$ cat config.mk
export PLATFORM = sky130hd
export DESIGN_NAME = switch_reader
export DESIGN_NICKNAME = d
export VERILOG_FILES = /design/src/rtl/scic_pkg.sv /design/src/rtl/switch_debounce.sv /design/src/rtl/switch_reader.sv
export SDC_FILE = /design/constraint.sdc
export NUM_CORES = 1
export LEC_CHECK = 0
export ABC_AREA = 1
export CAP_MARGIN = 15
export CORE_MARGIN = 10
export CORE_UTILIZATION = 60
export CTS_CLUSTER_SIZE = 40
export DETAILED_ROUTE_END_ITERATION = 10
export DONT_BUFFER_PORTS = 1
export PLACE_DENSITY = 0.76
export RECOVER_POWER = 50
export REMOVE_ABC_BUFFERS = 1
export SLEW_MARGIN = 20
export SYNTH_ARGS = -nofsm -noshare
export SYNTH_HDL_FRONTEND = slang
export SYNTH_SLANG_ARGS = --single-unit
$ cat constraint.sdc
create_clock -name clock -period 1.5 [get_ports clock]
set_input_delay 0 -clock clock [delete_from_list [all_inputs] [get_ports clock]]
set_output_delay 0 -clock clock [all_outputs]
set_load 0.03 [all_outputs]
$ cat src/rtl/scic_pkg.sv
// ---------------------------------------------------------------------------
// scic_pkg
// Shared definitions for the switch reader block.
//
// Contents:
//   SW_WIDTH_DEFAULT        default number of switch inputs
//   DEBOUNCE_CYCLES_DEFAULT default debounce hold time in clock cycles
//   COUNT_WIDTH             width of the per-bit debounce counter; holds
//                           up to 255, the largest legal DEBOUNCE_CYCLES
//   read_state_t            CPU read handshake states {IDLE, ACK, WAIT}
// ---------------------------------------------------------------------------
package scic_pkg;

    localparam int SW_WIDTH_DEFAULT        = 4;
    localparam int DEBOUNCE_CYCLES_DEFAULT = 4;
    localparam int COUNT_WIDTH             = 8;

    typedef enum logic [1:0] {
        IDLE = 2'd0,
        ACK  = 2'd1,
        WAIT = 2'd2
    } read_state_t;

endpackage

$ cat src/rtl/switch_debounce.sv
// ---------------------------------------------------------------------------
// switch_debounce
// Single-bit switch conditioner: 2-flop synchronizer, debounce counter and
// debounced (stable) level.
//
// Parameters:
//   DEBOUNCE_CYCLES  cycles a new synchronized level must persist (1..255)
//
// Ports:
//   clock   in   system clock
//   reset   in   synchronous, active-high reset
//   raw     in   asynchronous switch level
//   stable  out  debounced level
//   change  out  combinational pulse, high during the cycle whose rising
//                edge loads a new value into stable
// ---------------------------------------------------------------------------
module switch_debounce
    import scic_pkg::*;
#(
    parameter int DEBOUNCE_CYCLES = DEBOUNCE_CYCLES_DEFAULT
) (
    input  logic clock,
    input  logic reset,
    input  logic raw,
    output logic stable,
    output logic change
);

    localparam logic [COUNT_WIDTH-1:0] LAST_COUNT = COUNT_WIDTH'(DEBOUNCE_CYCLES - 1);

    logic                   sync_meta;
    logic                   sync_level;
    logic [COUNT_WIDTH-1:0] count;

    // The change pulse is combinational so the top can set its sticky flag
    // on the same edge that stable takes the new level.
    assign change = (sync_level != stable) && (count == LAST_COUNT);

    // The counter only runs while the synchronized level disagrees with
    // stable, and is cleared on acceptance, so it never passes LAST_COUNT.
    always_ff @(posedge clock) begin
        if (reset) begin
            sync_meta  <= 1'b0;
            sync_level <= 1'b0;
            stable     <= 1'b0;
            count      <= '0;
        end else begin
            sync_meta  <= raw;
            sync_level <= sync_meta;
            if (sync_level == stable) begin
                count <= '0;
            end else if (change) begin
                stable <= sync_level;
                count  <= '0;
            end else begin
                count <= count + COUNT_WIDTH'(1);
            end
        end
    end

endmodule

$ cat src/rtl/switch_reader.sv
// ---------------------------------------------------------------------------
// switch_reader
// Debounced switch bank with sticky per-bit change flags and a simple
// CPU read handshake (IDLE -> ACK -> WAIT).  A read captures
// {changed, stable} and clears the change flags it reported.
//
// Optional feature: define SWITCH_READER_IRQ_EN to get a registered irq
// equal to OR(changed), one cycle behind changed.  Without the macro irq
// is tied to 0.
//
// Parameters:
//   SW_WIDTH         number of switch inputs
//   DEBOUNCE_CYCLES  debounce hold time in cycles (1..255)
//
// Ports:
//   clock     in   system clock
//   reset     in   synchronous, active-high reset
//   switches  in   raw switch levels [SW_WIDTH]
//   rd_req    in   CPU read request (level)
//   rd_ack    out  one-cycle read acknowledge
//   rd_data   out  {changed, stable} captured at the read, held until the next
//   irq       out  change interrupt (see macro above)
// ---------------------------------------------------------------------------
module switch_reader
    import scic_pkg::*;
#(
    parameter int SW_WIDTH        = SW_WIDTH_DEFAULT,
    parameter int DEBOUNCE_CYCLES = DEBOUNCE_CYCLES_DEFAULT
) (
    input  logic                  clock,
    input  logic                  reset,
    input  logic [SW_WIDTH-1:0]   switches,
    input  logic                  rd_req,
    output logic                  rd_ack,
    output logic [2*SW_WIDTH-1:0] rd_data,
    output logic                  irq
);

    logic [SW_WIDTH-1:0] stable;
    logic [SW_WIDTH-1:0] change_pulse;
    logic [SW_WIDTH-1:0] changed;
    read_state_t         state;
    read_state_t         state_next;
    logic                capture;

    for (genvar i = 0; i < SW_WIDTH; i++) begin : g_bit
        switch_debounce #(
            .DEBOUNCE_CYCLES(DEBOUNCE_CYCLES)
        ) u_debounce (
            .clock (clock),
            .reset (reset),
            .raw   (switches[i]),
            .stable(stable[i]),
            .change(change_pulse[i])
        );
    end

    // Read FSM state register.
    always_ff @(posedge clock) begin
        if (reset) begin
            state <= IDLE;
        end else begin
            state <= state_next;
        end
    end

    // Read FSM next state and outputs. WAIT blocks further acks until the
    // CPU drops rd_req.
    always_comb begin
        state_next = state;
        capture    = 1'b0;
        rd_ack     = 1'b0;
        case (state)
            IDLE: begin
                if (rd_req) begin
                    capture    = 1'b1;
                    state_next = ACK;
                end
            end
            ACK: begin
                rd_ack     = 1'b1;
                state_next = WAIT;
            end
            WAIT: begin
                if (!rd_req) begin
                    state_next = IDLE;
                end
            end
            default: begin
                state_next = IDLE;
            end
        endcase
    end

    // Sticky change flags and read data. A new change arriving on the
    // capture edge is ORed in after the clear, so it survives for the
    // next read.
    always_ff @(posedge clock) begin
        if (reset) begin
            changed <= '0;
            rd_data <= '0;
        end else begin
            if (capture) begin
                rd_data <= {changed, stable};
            end
            changed <= (capture ? '0 : changed) | change_pulse;
        end
    end

`ifdef SWITCH_READER_IRQ_EN
    logic irq_reg;

    // Interrupt follows OR(changed) one cycle later.
    always_ff @(posedge clock) begin
        if (reset) begin
            irq_reg <= 1'b0;
        end else begin
            irq_reg <= |changed;
        end
    end

    assign irq = irq_reg;
`else
    assign irq = 1'b0;
`endif

endmodule
=== Yosys cells after proc, flatten, opt, wreduce, memory -nomap -nowiden ===
Cells that the tools add are included.

* Bits in registers: 58
* Input bits: 7
* Word-level logic and storage cells: 65

* Multiplexer cells: 7
* Bitwise operators: 5
* Reductions and logical operators: 14
* Add/subtract/negate cells: 4
* Equality and inequality tests: 16

{| class="wikitable"
|+ Operators with widths
! kind !! number
|-
| $add 8x1->8 const B || 4
|-
| $eq 8x2->1 const B || 4
|-
| $reduce_or 3->1 || 4
|-
| $reduce_and 2->1 || 5
|-
| $pmux 2 s3 || 1
|-
| $eq 1x1->1 || 4
|-
| $logic_and 1x1->1 || 4
|-
| $mux 2 || 2
|-
| $mux 4 || 1
|-
| $ne 1x1->1 || 4
|-
| $ne 2x2->1 const B || 2
|-
| $not 1->1 || 4
|-
| $or 4x4->4 || 1
|-
| $mux 1 || 3
|-
| $eq 2x1->1 const B || 1
|-
| $eq 2x2->1 const B || 1
|-
| $logic_not 2->1 || 1
|}

=== Longest topological paths before layout ===
Gate-level depths: netlist of run 1.

* Depth after elaboration: 4
* Mapped depth: 8
* Depth with buffers taken out: 8

=== By module ===
From an unflattened synthesis of run 1, not the netlist that was laid out.

* Cell total of the unflattened synthesis: 347
* Area, all modules: 2,700.1 sq um

{| class="wikitable"
|+ Modules (own cells, without submodules)
! module !! times used !! area each (sq um) !! cells each
|-
| switch_debounce || 4 || 544.3 || 71
|-
| switch_reader || 1 || 523.0 || 63
|}

=== Worst setup path after synthesis of run 1 ===
Ideal clock, no wire load.

* Path type: register to register
* Start: register g_bit[3].u_debounce.count[0]
* End: register g_bit[3].u_debounce.count[5]
* Clock period less this slack: 1.119 ns
* Stages on the path, launching flop included: 7
* Setup time: 0.115 ns
* Required time: 1.385 ns
* Arrival: 1.004 ns
* Path slack: 0.381 ns
* Path through: dfxtp_1 -> ha_1 -> nand2_1 -> nor2_2 -> nand2_1 -> nand2_4 -> nor2_2

* Word-level cells in the longest chain between the ends: 3
* Elaborated cells on any way between the ends: 4
* Classes of those cells: add/sub: 1; eq/ne: 1; reduce/logical: 2

{| class="wikitable"
|+ Ends and longest elaborated chain
! what !! RTL line !! text
|-
| start, declared || switch_debounce.sv:33 || <nowiki>logic [COUNT_WIDTH-1:0] count;</nowiki>
|-
| start signal, assigned || switch_debounce.sv:56 || <nowiki>count <= count + COUNT_WIDTH'(1);</nowiki>
|-
| parallel branches: the longest is 3 deep, another holds $add 8x1->8 || n/a ||
|}

Several ways; the timed one is not identified.
A chain may end at the register's enable or synchronous reset.

=== Worst setup path in the final report of run 1 ===
* Start: input port reset
* End: register g_bit[3].u_debounce.sync_meta

{| class="wikitable"
|+ RTL lines
! what !! RTL line !! text
|-
| start, declared || switch_reader.sv:31 || <nowiki>input logic reset,</nowiki>
|-
| end signal, assigned || switch_debounce.sv:48 || <nowiki>sync_meta <= raw;</nowiki>
|-
| end, declared || switch_debounce.sv:31 || <nowiki>logic sync_meta;</nowiki>
|}

No word-level cell between the ends.

==> summary.txt, run 1 <==
Outcome
  – Status: complete, no violations

STA
  – RSZ-0062 raised after global routing: no
  – Clock period minus worst slack: roughly 1.4 ns
  – Worst Tran Pin Value: 0.595 ns
  – Slew headroom: 60.2%
  – Final Cycle Share: between 90% and 100%
  – # setup viols final: 0
  – Final Hold Fails: 0
  – Final Slew Violations: 0
  – Worst Clk Skew: 0.00619 ns
  – Setup TNS: 0 ns
  – Fmax achieved: ~730 MHz

Place
  – Gpl congestion: just over 0.8
  – I/O Buffers: 0
  – Dpl cell area: 2490 sq um
  – Post-detail-place hpwl: 2880 microns

Critical path
  – CP bufs+invs: 2
  – CP most frequent cell: dlygate4sd3_1
  – Slowest cell on the critical path: dlygate4sd3_1
  – Critical Path RT: ~1.7 ns
  – Slowest stage delay, CP: roughly 0.91 ns
  – Cell family with most CP delay: buffers and inverters
  – Worst-path maximum fanout: 15
  – Worst setup SP type: input pin
  – Critical-path cell list: dlygate4sd3_1 -> nor2_1 -> dlygate4sd3_1
  – WP data arrival: 1.58 ns
  – Crit path kind: in2reg
  – Worst Setup End Kind: flop
  – Reg-to-reg slack, setup: 0.17 ns

Floorplanning
  – Rows: 23
  – Initial Utilization: about 62%
  – Core Box Area: between 3000 and 4000 sq um
  – Die Wd: 83.8 microns
  – I/O pin cnt: 17
  – Die Y: about 84 microns
  – Die ar.: 7020 sq um

Synthesis
  – Mux cell area share after synthesis: 0%
  – Ys Warns: 0
  – Yosys reg bits: 58
  – Largest family of logic cells by synthesized area: simple AND/OR/NAND/NOR gates
  – Yosys cell types: 22
  – Post-synthesis compound-gate area fraction: about 4.3%
  – Mapped Area: ~2400 sq um
  – Seq/Total Area, Yosys: between 40% and 50%
  – Post-Synth XOR/XNOR Area: ~6.5%
  – Synth Area in Simple Gates: between 30% and 40%
  – Synth Area in Adders: ~2.0%
  – Cells after Synth: ~340
  – Synth Area per Inst: about 7.3 sq um

Routing
  – Met1 WL: a little under 2000 microns
  – DRC Markers: 0
  – Vias: roughly 1.9k
  – Max layer used: met4
  – Routed wire length: between 4000 and 5000 microns
  – First-pass DRT Iterations: 5
  – Average wire per standard cell: between 10 and 15 microns
  – Via density: between 4 and 5
  – DRT antenna net count: 0
  – Wire length on met2: around 1800 microns
  – Met3 wire length: between 200 and 250 microns
  – DRT iter0 DRCs: 73

CTS
  – CTS buffer count: 9
  – Post-CTS setup buffers: 0
  – # clock sinks: 58
  – Max Root-Sink Buffers: 2
  – CTS tree: done
  – CTS root buf: clkbuf_8
  – Clock slew at reported path FFs: roughly 0.06 ns
  – Htree depth: 3
  – Skew-Pair Late Insertion Delay: about 0.32 ns

Final layout
  – Antenna Diode Count: 0
  – Highest-count cells in the layout ignoring fill and taps: 78 x nor2_1, 66 x nand2_1, 58 x dfxtp_1
  – Area growth syn-to-layout: 12.0%
  – Share of cells above drive strength 1: under 10%
  – Commonest non-fill, non-tap cell in the layout: nor2_1
  – Post-route cell area: between 2000 and 3000 sq um
  – Layout net count: around 360

Power and ir drop
  – Leak: 1.19 nW
  – PD cells: around 1100 nW/um^2
  – Worst VDD drop: about 0.00084 V

GRT
  – Initial antenna violation count: 0
  – Vias in the first global route: 1831
  – Largest net degree at the start of global routing: 16
  – All-Layer GR Usage: around an eighth
  – Overflow after GRT: 0
  – First-pass GRT wire length: around 7500 microns

Min path
  – Hold Crit Class: in2reg

Run
  – Max-cap violations: 0
[final timing paths]
path | from | to | depth (start not counted)
min | reset | g_bit[2].u_debounce.stable | 3
max | reset | g_bit[3].u_debounce.sync_meta | 3
min reg2reg | g_bit[3].u_debounce.sync_meta | g_bit[3].u_debounce.sync_level | 2
max reg2reg | g_bit[0].u_debounce.count[0] | g_bit[0].u_debounce.count[0] | 6
[per-stage QoR]
stage | hold WS [ns] | worst slack (ns) | power, mW | instances | util (%)
floorplan | 0.0691 | 0.381 | 1.73 | 331 | -
global placement | 0.0733 | 0.208 | 1.75 | 383 | 62.7
detailed placement | 0.0760 | 0.198 | 1.76 | 383 | 62.7
CTS | 0.00430 | 0.111 | 3.15 | 403 | 69.1
global route | 0.0365 | 0.00315 | 3.24 | 403 | 68.9
finish | 0.00719 | 0.128 | 3.12 | 403 | 68.9
[layout make-up]
cell class / count / area (sq um)
clock buffers: 11 / 151
clock inverters: 3 / 40.0
fillers: 330 / 1230
inverters: 49 / 184
multi-input cells: 224 / 1070
flip-flops and latches: 58 / 1160
well taps: 50 / 62.6
repair buffers: 8 / 71.3
[state kept, by name (all words and copies together) (netlist names)]
signal / cells
g_bit.u_debounce.count: 32
rd_data: 8
changed: 4
g_bit.u_debounce.stable: 4
g_bit.u_debounce.sync_level: 4
g_bit.u_debounce.sync_meta: 4
state: 2
[power breakdown]
group	switching [mW]	internal [mW]	leakage [nW]
registers	0.0531	1.57	0.471
clock network	0.553	0.833	0.101
logic	0.0708	0.0392	0.617
[metal layers]
layer  track usage [%]  up-vias
met4              8.68        0
met2              19.5       20
li1                  -     1041
met1              14.1      823
met3              4.98        9
met5                 0        -
[cells in the mapped netlist]
library cell	count	area, sq um
nor2_1	77	289
nand2_1	66	248
dfxtp_1	58	1160
inv_1	48	180
nand3_1	18	90.1
a21oi_1	12	60.1
xor2_1	11	96.3
nor2_2	9	56.3
o21ai_0	9	45.0
xnor2_1	7	61.3
ha_1	4	50.1
buf_2	3	15.0
buf_4	2	15.0
nand3b_1	2	15.0
nor3_1	2	10.0
or2_2	2	12.5
and2_1	1	6.26
and2_2	1	7.51
conb_1	1	3.75
inv_2	1	3.75
nand2_2	1	6.26
nand2_4	1	11.3
[tightest hold or removal path: stages]
cell	delay [ns]
inv_1	0.14
nand2_1	0.12
nor2_1	0.03
[logic make-up after synthesis]
family                     after synthesis
AOI/OAI and AO/OA                       21
xor gates and xnor gates                18
adders and majority gates                4
buffers and inverters                   54
DFF                                     58
other                                    1
and+or+nand+nor                        180
[what timing repair did]
| action | in CTS | in global routing |
|---|---|---|
| hold buffers | 6 | 0 |
| endpoints found under the hold margin | 24 | 0 |
| gates resized for setup | 0 | 0 |
(Power assumes the default switching activity.)
==> run 2, diff against run 1 <==
- CORE_ASPECT_RATIO: not set -> 1.5
==> run 2 against run 1 <==
  * Fmax increased by 5.2%
  * Global-route usage increased by 0.45 points
  * Sequential cell count unchanged
  * Critical path type is now reg2reg
  * Count of clock-buffer cells in the layout increased by 2
  * Register-to-register slack improved by 0.03 ns
  * Clock skew decreased by 0.0011 ns
  * First-iteration DRC count increased by 71%
  * Total power increased by 2.0%
  * Critical path depth increased by 3
==> summary.txt, run 2 (same netlist as run 1, synthesis figures left out) <==
Critical path
  – Cell family with most CP delay: simple AND/OR/NAND/NOR gates
  – Slowest stage delay, CP: 0.37 ns (-0.54 ns)
  – Critical-path cell list: ha_1 -> nand2_1 -> nor2_1 -> nand2_1 -> nand2_4 -> nor2_1
  – Critical Path RT: 1.72 ns (about the same)
  – Slowest cell on the critical path: dfxtp_1
  – CP bufs+invs: 0 (-2)
  – Worst setup SP type: flop
  – Reg-to-reg slack, setup: 0.20 ns (+0.03 ns)
  – Worst Setup End Kind: flop
  – WP data arrival: 1.52 ns (-0.06 ns)
  – Worst-path maximum fanout: 8 (-7)
  – Crit path kind: reg2reg

CTS
  – CTS buffer count: 9 (unchanged)
  – Max Root-Sink Buffers: 2 (unchanged)
  – Post-CTS setup buffers: 0 (unchanged)
  – Htree depth: 3 (unchanged)
  – CTS root buf: clkbuf_8
  – # clock sinks: 58 (unchanged)
  – CTS tree: done
  – Skew-Pair Late Insertion Delay: 0.32 ns (about the same)
  – Clock slew at reported path FFs: 0.06 ns (about the same)

Final layout
  – Antenna Diode Count: 0 (unchanged)
  – Layout net count: 365 (+1.1%)
  – Layout fillers: 338 (+2.4%)
  – Max reg flops: 32 (unchanged)
  – Share of cells above drive strength 1: 7.26% (-0.67 points)
  – Highest-count cells in the layout ignoring fill and taps: 79 x nor2_1, 66 x nand2_1, 58 x dfxtp_1
  – Largest Register: g_bit.u_debounce.count
  – Area growth syn-to-layout: 13.4%
  – Post-route core utilization: 70.0% (+1.1 points)
  – Top flop regs: g_bit.u_debounce.count x32, rd_data x8
  – Commonest non-fill, non-tap cell in the layout: nor2_1
  – Post-route cell area: 2770 sq um (+1.2%)

STA
  – Fmax achieved: 767 MHz (+5.2%)
  – RSZ-0062 raised after global routing: no
  – Setup TNS: 0 ns (unchanged)
  – Worst Tran Pin Value: 0.570 ns (-0.0247 ns)
  – WHS: 0.0200 ns (+0.0128 ns)
  – Slew headroom: 62.0% (+1.8 points)
  – Final Hold Fails: 0 (unchanged)
  – Worst Clk Skew: 0.00514 ns (-0.00106 ns)
  – # setup viols final: 0 (unchanged)
  – Final Slew Violations: 0 (unchanged)
  – Clock period minus worst slack: 1.30 ns (-0.0682 ns)
  – Final Cycle Share: 86.9% (-4.5 points)

Floorplanning
  – Core Box Area: 3960 sq um (-0.32%)
  – Die Wd: 72.1 microns (-14%)
  – Initial Utilization: 61.7% (+0.19 points)
  – Rows: 28 (+22%)
  – Die ar.: 7080 sq um (+0.75%)
  – Die Y: 98.2 microns (+17%)
  – I/O pin cnt: 17 (unchanged)

Place
  – I/O Buffers: 0 (unchanged)
  – Gpl congestion: 0.816 (-1.0%)
  – Dpl cell area: 2490 sq um (about the same)
  – Post-detail-place hpwl: 2930 microns (+1.7%)

Routing
  – Routed wire length: 4390 microns (+7.0%)
  – DRT antenna net count: 0 (unchanged)
  – Average wire per standard cell: 10.9 microns (+7.0%)
  – First-pass DRT Iterations: 4 (-1)
  – DRC Markers: 0 (unchanged)
  – Via density: 4.94 (+5.2%)
  – DRT iter0 DRCs: 125 (+71%)
  – Vias: 1991 (+5.2%)

GRT
  – Vias in the first global route: 1832 (+0.055%)
  – First-pass GRT wire length: 7560 microns (+1.1%)
  – Largest net degree at the start of global routing: 15 (-1)
  – All-Layer GR Usage: 13.2% (+0.45 points)
  – Initial antenna violation count: 0 (unchanged)
  – Overflow after GRT: 0 (unchanged)

Power and ir drop
  – Worst VDD drop: 0.00101 V (+21%)
  – Total power: 3.18 mW (+2.0%)
  – PD cells: 1150 nW/um^2 (+0.73%)
  – Leak: 1.21 nW (+1.4%)

Outcome
  – Status: complete, no violations

Run
  – Max-cap violations: 0 (unchanged)

Min path
  – Hold Crit Class: in2reg
==> run 2: timing repair <==
action | in CTS | in global routing
gates resized for setup | 0 | 1
setup endpoints to repair | 0 | 8
hold endpoints to repair | 25 | 0
hold buffers | 9 | 0
==> run 2: tightest hold or removal path: cells and delay by family <==
family	cells	cell delay (ns)
AND/OR/NAND/NOR	3	0.29
==> run 2: through the flow <==
step / std cells / setup WS, ns
2_1_floorplan: 331 / 0.381
3_3_place_gp: 379 / 0.233
3_5_place_dp: 379 / 0.233
4_1_cts: 403 / 0.0153
5_1_grt: 403 / 0.0324
6_report: 403 / 0.196
==> run 2: cell type report <==
cell class / instances / area (sq um) / share of cell area (%)
clock buffer: 13 / 169 / 6.10
clock inverter: 2 / 35.0 / 1.26
inverter: 49 / 184 / 6.64
timing repair buffer: 12 / 101 / 3.66
multi-input combinational: 224 / 1060 / 38.4
sequential: 58 / 1160 / 41.9
tap: 45 / 56.3 / 2.03
==> run 2: final timing paths <==
path / cells past startpoint / startpoint / end
worst max-delay path: 6 / g_bit[3].u_debounce.count[0] / g_bit[3].u_debounce.count[4]
worst min-delay path: 3 / reset / g_bit[0].u_debounce.count[4]
worst max register to register: 6 / g_bit[3].u_debounce.count[0] / g_bit[3].u_debounce.count[4]
worst min register to register: 2 / g_bit[2].u_debounce.sync_meta / g_bit[2].u_debounce.sync_level
==> run 2: power by group <==
group          total (mW)  switching [mW]  internal, mW
logic               0.121          0.0790        0.0420
registers            1.62          0.0469          1.57
clock network        1.44           0.551         0.892
total                3.18           0.677          2.51
==> run 2: routing by layer <==
layer  global-route usage [%]  wire [microns]
met2                     23.0            2320
met1                     12.8            1800
met4                     8.37              94
met5                        0               0
met3                     4.05             175
